**config.mk**
```make
export PLATFORM = sky130hd
export DESIGN_NAME = alu_mdu_sequencer_flat
export DESIGN_NICKNAME = d
export VERILOG_FILES = /design/src/rtl/alu_mdu_sequencer_if.sv /design/src/rtl/alu_mdu_sequencer.sv /design/src/flat_wrapper.sv
export SDC_FILE = /design/constraint.sdc
export NUM_CORES = 1
export LEC_CHECK = 0
export BUFFER_PORTS_ARGS = -buffer_cell sky130_fd_sc_hd__buf_2
export CAP_MARGIN = 10
export CORE_AREA = 2 2 202 204
export CTS_CLUSTER_DIAMETER = 30
export DETAILED_ROUTE_END_ITERATION = 7
export DIE_AREA = 0 0 204 206
export PLACE_DENSITY = 0.63
export SLEW_MARGIN = 20
export SYNTH_ARGS = -nofsm -noshare
export SYNTH_HDL_FRONTEND = slang
export SYNTH_SLANG_ARGS = --single-unit
```
**constraint.sdc**
```tcl
create_clock -name clk -period 4.7 [get_ports clk]
set_clock_uncertainty 0.1 [all_clocks]
set_input_delay 0.47 -clock clk [delete_from_list [all_inputs] [get_ports clk]]
set_output_delay 0.47 -clock clk [all_outputs]
set_load 0.05 [all_outputs]
```
**src/rtl/alu_mdu_sequencer_if.sv**
```systemverilog
// Decoder/MDU bundle between the core controller and the ALU/MDU sequencer.
// The controller is the master. The sequencer is the slave.
interface alu_mdu_sequencer_if #(
    parameter int XLEN   = 32,
    parameter int CTRL_W = 4
);
    logic              opb5;
    logic              funct7b5;
    logic              funct7b0;
    logic [2:0]        funct3;
    logic [1:0]        ALUOp;
    logic              start;
    logic [XLEN-1:0]   srcA;
    logic [XLEN-1:0]   srcB;
    logic [CTRL_W-1:0] ALUControl;
    logic              is_mdu;
    logic              mdu_busy;
    logic              mdu_done;
    logic [XLEN-1:0]   mdu_result;

    modport master (
        output opb5, funct7b5, funct7b0, funct3, ALUOp, start, srcA, srcB,
        input  ALUControl, is_mdu, mdu_busy, mdu_done, mdu_result
    );

    modport slave (
        input  opb5, funct7b5, funct7b0, funct3, ALUOp, start, srcA, srcB,
        output ALUControl, is_mdu, mdu_busy, mdu_done, mdu_result
    );
endinterface

```
**src/rtl/alu_mdu_sequencer.sv**
```systemverilog
// ALU control decoder plus an iterative RV-M multiply/divide unit.
// The MDU runs one radix-2 step per cycle on operand magnitudes and fixes the sign at the end.
module alu_mdu_sequencer #(
    parameter int XLEN   = 32,
    parameter int CTRL_W = 4
) (
    input  logic               clk,
    input  logic               reset,
    alu_mdu_sequencer_if.slave bus
);
    localparam int CNT_W = $clog2(XLEN);

    typedef enum logic [1:0] {S_IDLE, S_RUN, S_DONE} state_t;

    state_t            r_state;
    logic [CNT_W-1:0]  r_cnt;
    logic [2:0]        r_f3;
    logic              r_neg;
    logic [XLEN-1:0]   r_hi;
    logic [XLEN-1:0]   r_lo;
    logic [XLEN-1:0]   r_b;
    logic              r_busy;
    logic              r_done;
    logic [XLEN-1:0]   r_result;

    logic [3:0]        w_ctl;
    logic              w_is_mdu;

    always_comb begin
        w_is_mdu = (bus.ALUOp == 2'b10) & bus.opb5 & bus.funct7b0;
        w_ctl    = 4'b0000;
        case (bus.ALUOp)
            2'b00: w_ctl = 4'b0000;
            2'b01: w_ctl = 4'b0001;
            2'b11: w_ctl = 4'b1010;
            default: begin
                case (bus.funct3)
                    3'b000:  w_ctl = (bus.funct7b5 & bus.opb5) ? 4'b0001 : 4'b0000;
                    3'b001:  w_ctl = 4'b0110;
                    3'b010:  w_ctl = 4'b0101;
                    3'b011:  w_ctl = 4'b1001;
                    3'b100:  w_ctl = 4'b0100;
                    3'b101:  w_ctl = bus.funct7b5 ? 4'b1000 : 4'b0111;
                    3'b110:  w_ctl = 4'b0011;
                    default: w_ctl = 4'b0010;
                endcase
            end
        endcase
        if (w_is_mdu) w_ctl = 4'b1111;
    end

    assign bus.ALUControl = CTRL_W'(w_ctl);
    assign bus.is_mdu     = w_is_mdu;

    // Operand signedness by funct3. MUL is treated as signed; its low half is sign-agnostic.
    logic              w_a_sgn, w_b_sgn, w_a_neg, w_b_neg;
    logic [XLEN-1:0]   w_a_mag, w_b_mag;
    logic              w_div, w_divz, w_ovf, w_accept, w_neg_l;
    logic [XLEN-1:0]   w_spec_res;

    assign w_a_sgn  = bus.funct3[2] ? ~bus.funct3[0] : (bus.funct3[1:0] != 2'b11);
    assign w_b_sgn  = bus.funct3[2] ? ~bus.funct3[0] : ~bus.funct3[1];
    assign w_a_neg  = w_a_sgn & bus.srcA[XLEN-1];
    assign w_b_neg  = w_b_sgn & bus.srcB[XLEN-1];
    assign w_a_mag  = w_a_neg ? -bus.srcA : bus.srcA;
    assign w_b_mag  = w_b_neg ? -bus.srcB : bus.srcB;
    assign w_div    = bus.funct3[2];
    assign w_divz   = w_div & (bus.srcB == '0);
    assign w_ovf    = w_div & ~bus.funct3[0] & (bus.srcA == {1'b1, {(XLEN-1){1'b0}}}) & (&bus.srcB);
    assign w_accept = bus.start & w_is_mdu & (r_state != S_RUN);
    // A remainder follows the dividend sign. Everything else follows the sign of the product/quotient.
    assign w_neg_l  = (w_div & bus.funct3[1]) ? w_a_neg : (w_a_neg ^ w_b_neg);

    always_comb begin
        if (w_divz)
            w_spec_res = bus.funct3[1] ? bus.srcA : '1;
        else
            w_spec_res = bus.funct3[1] ? '0 : bus.srcA;
    end

    logic [XLEN:0]     w_sum;
    logic [XLEN+1:0]   w_sub;
    logic [XLEN-1:0]   w_hi_nx, w_lo_nx;

    // mul: {hi,lo} = partial product : multiplier. div: hi = partial remainder, lo = dividend -> quotient.
    always_comb begin
        w_hi_nx = r_hi;
        w_lo_nx = r_lo;
        w_sum   = '0;
        w_sub   = '0;
        if (!r_f3[2]) begin
            w_sum   = {1'b0, r_hi} + (r_lo[0] ? {1'b0, r_b} : '0);
            w_hi_nx = w_sum[XLEN:1];
            w_lo_nx = {w_sum[0], r_lo[XLEN-1:1]};
        end else begin
            w_sub = {1'b0, r_hi, r_lo[XLEN-1]} - {2'b00, r_b};
            if (!w_sub[XLEN+1]) begin
                w_hi_nx = w_sub[XLEN-1:0];
                w_lo_nx = {r_lo[XLEN-2:0], 1'b1};
            end else begin
                w_hi_nx = {r_hi[XLEN-2:0], r_lo[XLEN-1]};
                w_lo_nx = {r_lo[XLEN-2:0], 1'b0};
            end
        end
    end

    logic [2*XLEN-1:0] w_prod, w_prod_s;
    logic [XLEN-1:0]   w_quo, w_rem, w_fin;

    assign w_prod   = {w_hi_nx, w_lo_nx};
    assign w_prod_s = r_neg ? -w_prod : w_prod;
    assign w_quo    = r_neg ? -w_lo_nx : w_lo_nx;
    assign w_rem    = r_neg ? -w_hi_nx : w_hi_nx;

    always_comb begin
        if (r_f3[2])
            w_fin = r_f3[1] ? w_rem : w_quo;
        else if (r_f3[1:0] == 2'b00)
            w_fin = w_prod_s[XLEN-1:0];
        else
            w_fin = w_prod_s[2*XLEN-1:XLEN];
    end

    always_ff @(posedge clk) begin
        if (reset) begin
            r_state  <= S_IDLE;
            r_cnt    <= '0;
            r_f3     <= '0;
            r_neg    <= 1'b0;
            r_hi     <= '0;
            r_lo     <= '0;
            r_b      <= '0;
            r_busy   <= 1'b0;
            r_done   <= 1'b0;
            r_result <= '0;
        end else begin
            case (r_state)
                S_RUN: begin
                    r_hi  <= w_hi_nx;
                    r_lo  <= w_lo_nx;
                    r_cnt <= r_cnt + 1'b1;
                    if (r_cnt == CNT_W'(XLEN-1)) begin
                        r_state  <= S_DONE;
                        r_busy   <= 1'b0;
                        r_done   <= 1'b1;
                        r_result <= w_fin;
                    end
                end
                default: begin
                    if (w_accept) begin
                        r_f3  <= bus.funct3;
                        r_neg <= w_neg_l;
                        r_cnt <= '0;
                        r_hi  <= '0;
                        r_lo  <= w_div ? w_a_mag : w_b_mag;
                        r_b   <= w_div ? w_b_mag : w_a_mag;
                        if (w_divz | w_ovf) begin
                            r_state  <= S_DONE;
                            r_busy   <= 1'b0;
                            r_done   <= 1'b1;
                            r_result <= w_spec_res;
                        end else begin
                            r_state <= S_RUN;
                            r_busy  <= 1'b1;
                            r_done  <= 1'b0;
                        end
                    end else begin
                        r_state <= S_IDLE;
                        r_done  <= 1'b0;
                    end
                end
            endcase
        end
    end

    assign bus.mdu_busy   = r_busy;
    assign bus.mdu_done   = r_done;
    assign bus.mdu_result = r_result;
endmodule
```
**src/flat_wrapper.sv**
```systemverilog
// flat-port wrapper written by rule: the top's interface ports become plain ports
module alu_mdu_sequencer_flat 
#(
    parameter int XLEN   = 32,
    parameter int CTRL_W = 4
)
  (clk, reset, bus_opb5, bus_funct7b5, bus_funct7b0, bus_funct3, bus_ALUOp, bus_start, bus_srcA, bus_srcB, bus_ALUControl, bus_is_mdu, bus_mdu_busy, bus_mdu_done, bus_mdu_result);
  alu_mdu_sequencer_if #(.XLEN(XLEN), .CTRL_W(CTRL_W)) bus_i ();
  input  logic clk;
  input  logic reset;
  input wire logic [$bits(bus_i.opb5)-1:0] bus_opb5;
  input wire logic [$bits(bus_i.funct7b5)-1:0] bus_funct7b5;
  input wire logic [$bits(bus_i.funct7b0)-1:0] bus_funct7b0;
  input wire logic [$bits(bus_i.funct3)-1:0] bus_funct3;
  input wire logic [$bits(bus_i.ALUOp)-1:0] bus_ALUOp;
  input wire logic [$bits(bus_i.start)-1:0] bus_start;
  input wire logic [$bits(bus_i.srcA)-1:0] bus_srcA;
  input wire logic [$bits(bus_i.srcB)-1:0] bus_srcB;
  output wire logic [$bits(bus_i.ALUControl)-1:0] bus_ALUControl;
  output wire logic [$bits(bus_i.is_mdu)-1:0] bus_is_mdu;
  output wire logic [$bits(bus_i.mdu_busy)-1:0] bus_mdu_busy;
  output wire logic [$bits(bus_i.mdu_done)-1:0] bus_mdu_done;
  output wire logic [$bits(bus_i.mdu_result)-1:0] bus_mdu_result;
  assign bus_i.opb5 = bus_opb5;
  assign bus_i.funct7b5 = bus_funct7b5;
  assign bus_i.funct7b0 = bus_funct7b0;
  assign bus_i.funct3 = bus_funct3;
  assign bus_i.ALUOp = bus_ALUOp;
  assign bus_i.start = bus_start;
  assign bus_i.srcA = bus_srcA;
  assign bus_i.srcB = bus_srcB;
  assign bus_ALUControl = bus_i.ALUControl;
  assign bus_is_mdu = bus_i.is_mdu;
  assign bus_mdu_busy = bus_i.mdu_busy;
  assign bus_mdu_done = bus_i.mdu_done;
  assign bus_mdu_result = bus_i.mdu_result;
  alu_mdu_sequencer #(.XLEN(XLEN), .CTRL_W(CTRL_W)) u_core (.clk(clk), .reset(reset), .bus(bus_i));
endmodule
```
# Word-level counts from Yosys, hierarchy flattened
# Index checks and enable logic that the tools add are counted.
op_classes:
  mul: 0
  reduce_logical: 10
  eq_ne: 15
  bitwise_logic: 17
  shifts: 0
  add_sub_neg: 8
  n_mux: 48
  div_mod_pow: 0
  order_cmp: 0
ops:
  columns: ["op", "count"]
  rows:
  - ["32-bit 2-to-1 mux", 24]
  - ["32-bit negation", 4]
  - ["64-bit 2-to-1 mux", 1]
  - ["64-bit negation", 1]
  - ["33-bit by 32-bit subtractor with 34-bit output", 1]
  - ["32-bit by 33-bit adder with 33-bit output", 1]
  - ["32-bit == test, second input constant", 1]
  - ["32-bit zero test", 1]
  - ["32-bit AND reduction", 1]
  - ["4-bit case mux with 7 select lines", 1]
  - ["1-bit 2-to-1 mux", 13]
  - ["1-bit AND", 12]
  - ["4-bit case mux with 3 select lines", 1]
  - ["5-bit 2-to-1 mux", 2]
  - ["3-bit == test, second input constant", 3]
  - ["2-bit 2-to-1 mux", 4]
  - ["4-bit 2-to-1 mux", 2]
  - ["3-bit by 2-bit == test with 1-bit output, second input constant", 2]
  - ["5-bit by 1-bit adder with 5-bit output, second input constant", 1]
  - ["5-bit == test, second input constant", 1]
  - ["2-bit by 1-bit == test with 1-bit output, second input constant", 2]
  - ["2-bit == test, second input constant", 2]
  - ["2-bit zero test", 2]
  - ["2-bit by 1-bit != test with 1-bit output, second input constant", 2]
  - ["9 further kinds", 13]
totals:
  latch_bits: 0
  reg_bits: 141
  rom_bits: 0
  ramBits: 0
  mem_count: 0
  wordCells: 108

# Depth between registers and ports, before layout
logic_depth:
  depth_word: 9
  mapped_depth: 23

# Least setup slack after synthesis
# No wires, ideal clock.
synth_timing:
  path_type: "reg2reg"
  start: "register u_core.r_b[22]"
  end: "register u_core.r_result[2] (netlist: u_core.bus.mdu_result[2])"
  slack_ns: -0.278
  stages_incl_launch_ff: 23
  arrival_time_ns: 4.787
  required_time_ns: 4.509
  path_buffers: 2
  cell_sequence: "dfxtp_1 > inv_1 > ha_1 > a211oi_2 > nor2_1 > o41ai_4 > a21oi_1 > nor3_4 > clkbuf_1 > nand2_1 > o21ai_0 > ha_1 > o21ai_0 > nor3_1 > nor3b_1 > and4_1 > clkbuf_1 > nor2_1 > o21ai_0 > xor2_1 > a22oi_1 > o211ai_1 > a311oi_1"
synth_between:
  elab_chain_cells: 9
  word_cells_on_any_way: 16
  classes_between: "4 x add/sub; 12 x mux"
synth_rtl:
  columns: ["item", "line_no", "rtl"]
  rows:
  - ["from (decl)", "alu_mdu_sequencer.sv:21", "logic [XLEN-1:0] r_b;"]
  - ["from (signal assigned)", "alu_mdu_sequencer.sv:156", "r_b <= w_div ? w_b_mag : w_a_mag;"]
  - ["33-bit by 32-bit subtractor with 34-bit output (*)", "alu_mdu_sequencer.sv:96", "w_sub = {1'b0, r_hi, r_lo[XLEN-1]} - {2'b00, r_b};"]
  - ["1-bit 2-to-1 mux / 32-bit 2-to-1 mux (equally long branches)", "alu_mdu_sequencer.sv:97", "if (!w_sub[XLEN+1]) begin"]
  - ["32-bit 2-to-1 mux", "alu_mdu_sequencer.sv:91", "if (!r_f3[2]) begin"]
  - ["64-bit negation, or another cell as far along", "alu_mdu_sequencer.sv:111", "assign w_prod_s = r_neg ? -w_prod : w_prod;"]
  - ["64-bit 2-to-1 mux, or another cell as far along", "alu_mdu_sequencer.sv:111", null]
  - ["32-bit 2-to-1 mux, on equally long branches", "alu_mdu_sequencer.sv:118, alu_mdu_sequencer.sv:117", null]
  - ["32-bit 2-to-1 mux (*)", "alu_mdu_sequencer.sv:116", "if (r_f3[2])"]
  - ["32-bit 2-to-1 mux (*)", "alu_mdu_sequencer.sv:142", "if (r_cnt == CNT_W'(XLEN-1)) begin"]
  - ["32-bit 2-to-1 mux (*)", "alu_mdu_sequencer.sv:137", "case (r_state)"]
  - ["to (signal assigned)", "alu_mdu_sequencer.sv:146", "r_result <= w_fin;"]
  - ["to (signal assigned)", "alu_mdu_sequencer.sv:161", "r_result <= w_spec_res;"]
  - ["to (decl)", "alu_mdu_sequencer.sv:24", "logic [XLEN-1:0] r_result;"]
# Mark *: on every way between the ends. The rest lies on a longest branch, timed or not. The select of a mux whose other input is x is not followed.
# A chain may end at the register's enable or synchronous reset.

# Worst setup path after layout
layout_timing:
  start: "register u_core.r_b[12]"
  end: "register u_core.r_result[8] (netlist: u_core.bus.mdu_result[8])"
# Same word-level chain as after synthesis.

==> run_results.csv <==
group,metric,value,unit
die,die_area,42000,um2
detailed_routing,dr.pass1.iters,7,
finish,fin_area,19300,um2
synthesis,synth_flop_cell,"dfxtp_1",
sta,period_needed,4610,ps
global_routing,grt-ovfl-total,0,
die,row_count,74,
synthesis,yosysUniqueCellTypes,94,
detailed_routing,route.vias.total,19000,
synthesis,synth_top_area_share,0.177,
power,pwr_density_cell,209,nW/um2
sta,max_freq,0.217,GHz
synthesis,netlist_area,15800,um2
synthesis,synth_seq_cells,140,
setup_path,path_class,"reg -> reg",
sta,hold_violations,0,
job,maxCapViolCount,0,
global_routing,track_usage,0.330,
clock_network,cts_buffer_depth,2,
worst_hold_path,hp-class,"in -> reg",
clock_network,cts_tree,"yes",
finish,multiInputGateArea,12500,um2
clock_network,clockRootBuffer,"clkbuf_16",
sta,whs,281,ps
finish,synthToLayoutAreaGrowth,22.5,%
die,die_width,204,um
placement,placed_cell_area,18300,um2
synthesis,synth_area_leader_cell,"dfxtp_1",
detailed_routing,drt-initial-drc-count,2143,
clock_network,clock-sinks,140,
sta,setup_violations,0,
setup_path,cp.required,4970,ps
sta,period_share,0.981,
finish,diodes,0,
power,p_leak,7.90,nW
placement,place_congestion,0.979,
setup_path,critPathLaunchType,"flip-flop",
synthesis,synth_area_leaders,"dfxtp_1 (18%), nor2_1 (7.7%), a21oi_1 (7.2%)",
synthesis,synth_edf_count,0,
placement,io_buffers,113,
die,core_area,40200,um2
synthesis,synth_warnings,0,
global_routing,grt_max_degree,94,
die,initial_core_util,0.393,
finish,num-fill-cells,4178,
synthesis,syn_inst,2298,
setup_path,cp_max_fo,5,
detailed_routing,vias_per_cell,6.19,
clock_network,cts_inserted_buffers,17,
setup_path,r2r_slack,90,ps
finish,drive_above_1_share,0.207,
detailed_routing,wl_per_cell,23.1,um
clock_network,cts.htree.levels,4,
finish,register_area,2810,um2
status,status,"completed",
power,irDropWorstVdd,0.176,mV
synthesis,syn-num-nets,2446,
setup_path,cp.arrival,4880,ps
synthesis,synth_area_per_cell,6.87,um2
finish,fin_nets,2676,
global_routing,antenna_found_initial,0,
global_routing,grt_pass1_wl,105000,um
clock_network,insertion_delay,450,ps
sta,maxSlewHeadroom,0.384,
synthesis,async_flop_share,0,
synthesis,yosysSeqAreaShare,0.177,
placement,hpwl,56200,um
finish,mostFrequentLayoutCell,"nor2_1",
detailed_routing,drc,0,
detailed_routing,ant_nets,0,
clock_network,path_clk_slew,70,ps
die,pin_count,114,
global_routing,grt_pass1_vias,17100,
sta,maxSlewViolCount,0,
detailed_routing,drt-total-wl,71100,um
finish,layout_common_cells,"nor2_1 (323), buf_4 (249), nand2_1 (231)",
setup_path,end_kind,"flip-flop",
die,die_height,206,um
sta,tightest_slew,900,ps
## state kept, by name, summed over array words and instances, names as in the netlist
signal	count
u_core.bus.mdu_result	32
u_core.r_b	32
u_core.r_hi	32
u_core.r_lo	32
u_core.r_cnt	5
u_core.r_f3	3
u_core.r_state	2
u_core.bus.mdu_busy	1
u_core.r_neg	1
## path summary, 6_finish.rpt
path	startpoint	to	cells after the start
hold / removal	bus_funct3[0]	u_core.r_f3[0]	3
hold reg to reg	u_core.bus.mdu_result[12]	u_core.bus.mdu_result[12]	2
setup / recovery	u_core.r_b[12]	u_core.bus.mdu_result[8]	20
setup reg to reg	u_core.r_b[12]	u_core.bus.mdu_result[8]	20
## where the power goes
| part | internal [mW] | leakage (nW) | total (mW) | switching (mW) |
|---|---|---|---|---|
| clock | 0.760 | 0.267 | 1.36 | 0.601 |
| sequential | 1.20 | 1.13 | 1.22 | 0.0184 |
| combinational | 0.515 | 6.50 | 1.45 | 0.938 |
## metal layers
layer / track usage / part of all wire / vias to the layer above
met5: 0 / 0 / -
met4: 0.178 / 0.058 / 0
met3: 0.0375 / 0.061 / 175
met1: 0.443 / 0.44 / 9118
met2: 0.519 / 0.44 / 801
li1: - / - / 8923
## worst max-delay path: stages (launching register included)
cell,delay [ps]
dfxtp_1,310
inv_1,150
ha_2,350
a21oi_2,180
o21a_1,200
o2bb2ai_2,110
o31a_1,340
nor3_4,310
nand2_1,130
o21ai_2,120
ha_2,200
o21ai_0,120
nor3_2,200
nor3b_4,270
and4_4,270
nor2_1,70
nor3_1,200
o21ai_0,120
xor2_1,350
a31oi_1,170
a211oi_2,250
## final cells by class
| type | count | share of cell area |
|---|---|---|
| clock inverter | 11 | 0.00576 |
| timing repair buffer | 366 | 0.130 |
| clock buffer | 20 | 0.0236 |
| inverter | 63 | 0.0122 |
| sequential | 140 | 0.145 |
| tap | 532 | 0.0344 |
| multi-input combinational | 1940 | 0.649 |
## Yosys cell counts, types with 31 or more instances
library cell / n
inv_1: 61
ha_1: 71
dfxtp_1: 140
nand2_1: 234
nor3_1: 67
nor2_1: 325
xor2_1: 88
a211oi_1: 57
xnor2_1: 74
a22oi_1: 37
clkbuf_1: 118
o21ai_0: 166
mux2i_1: 44
a31oi_1: 32
o31ai_1: 33
a21oi_1: 226
o211ai_1: 31
nand3_1: 38
## metrics by stage
step,total power [mW],worst slack [ps],setup TNS (ps),std cells,util
2_1_floorplan,2.06,8.67,0,2298,-
3_3_place_gp,2.62,-106,-514,3032,0.456
4_1_cts,3.99,6.02,0,3064,0.471
6_report,4.04,90.4,0,3072,0.481
5_1_grt,4.19,-50.9,-69.6,3072,0.481
3_5_place_dp,2.62,-154,-940,3032,0.456
## cells by family after synthesis
family                     Yosys count  synth area share
muxes                               64            0.0436
AOI/OAI and AO/OA                  782             0.319
buffers and inverters              218            0.0548
adders and majority gates           73            0.0588
DFF                                140             0.177
xor gates and xnor gates           162            0.0898
and+or+nand+nor                    859             0.257
## repair_timing
item / 4_1_cts / 5_1_grt
endpoints found under the setup margin: 17 / 29
pin swaps: 4 / 24
setup buffers: 1 / 8
gates resized for setup: 9 / 84
hold buffers: 0 / 0
(Power assumes the default switching activity.)
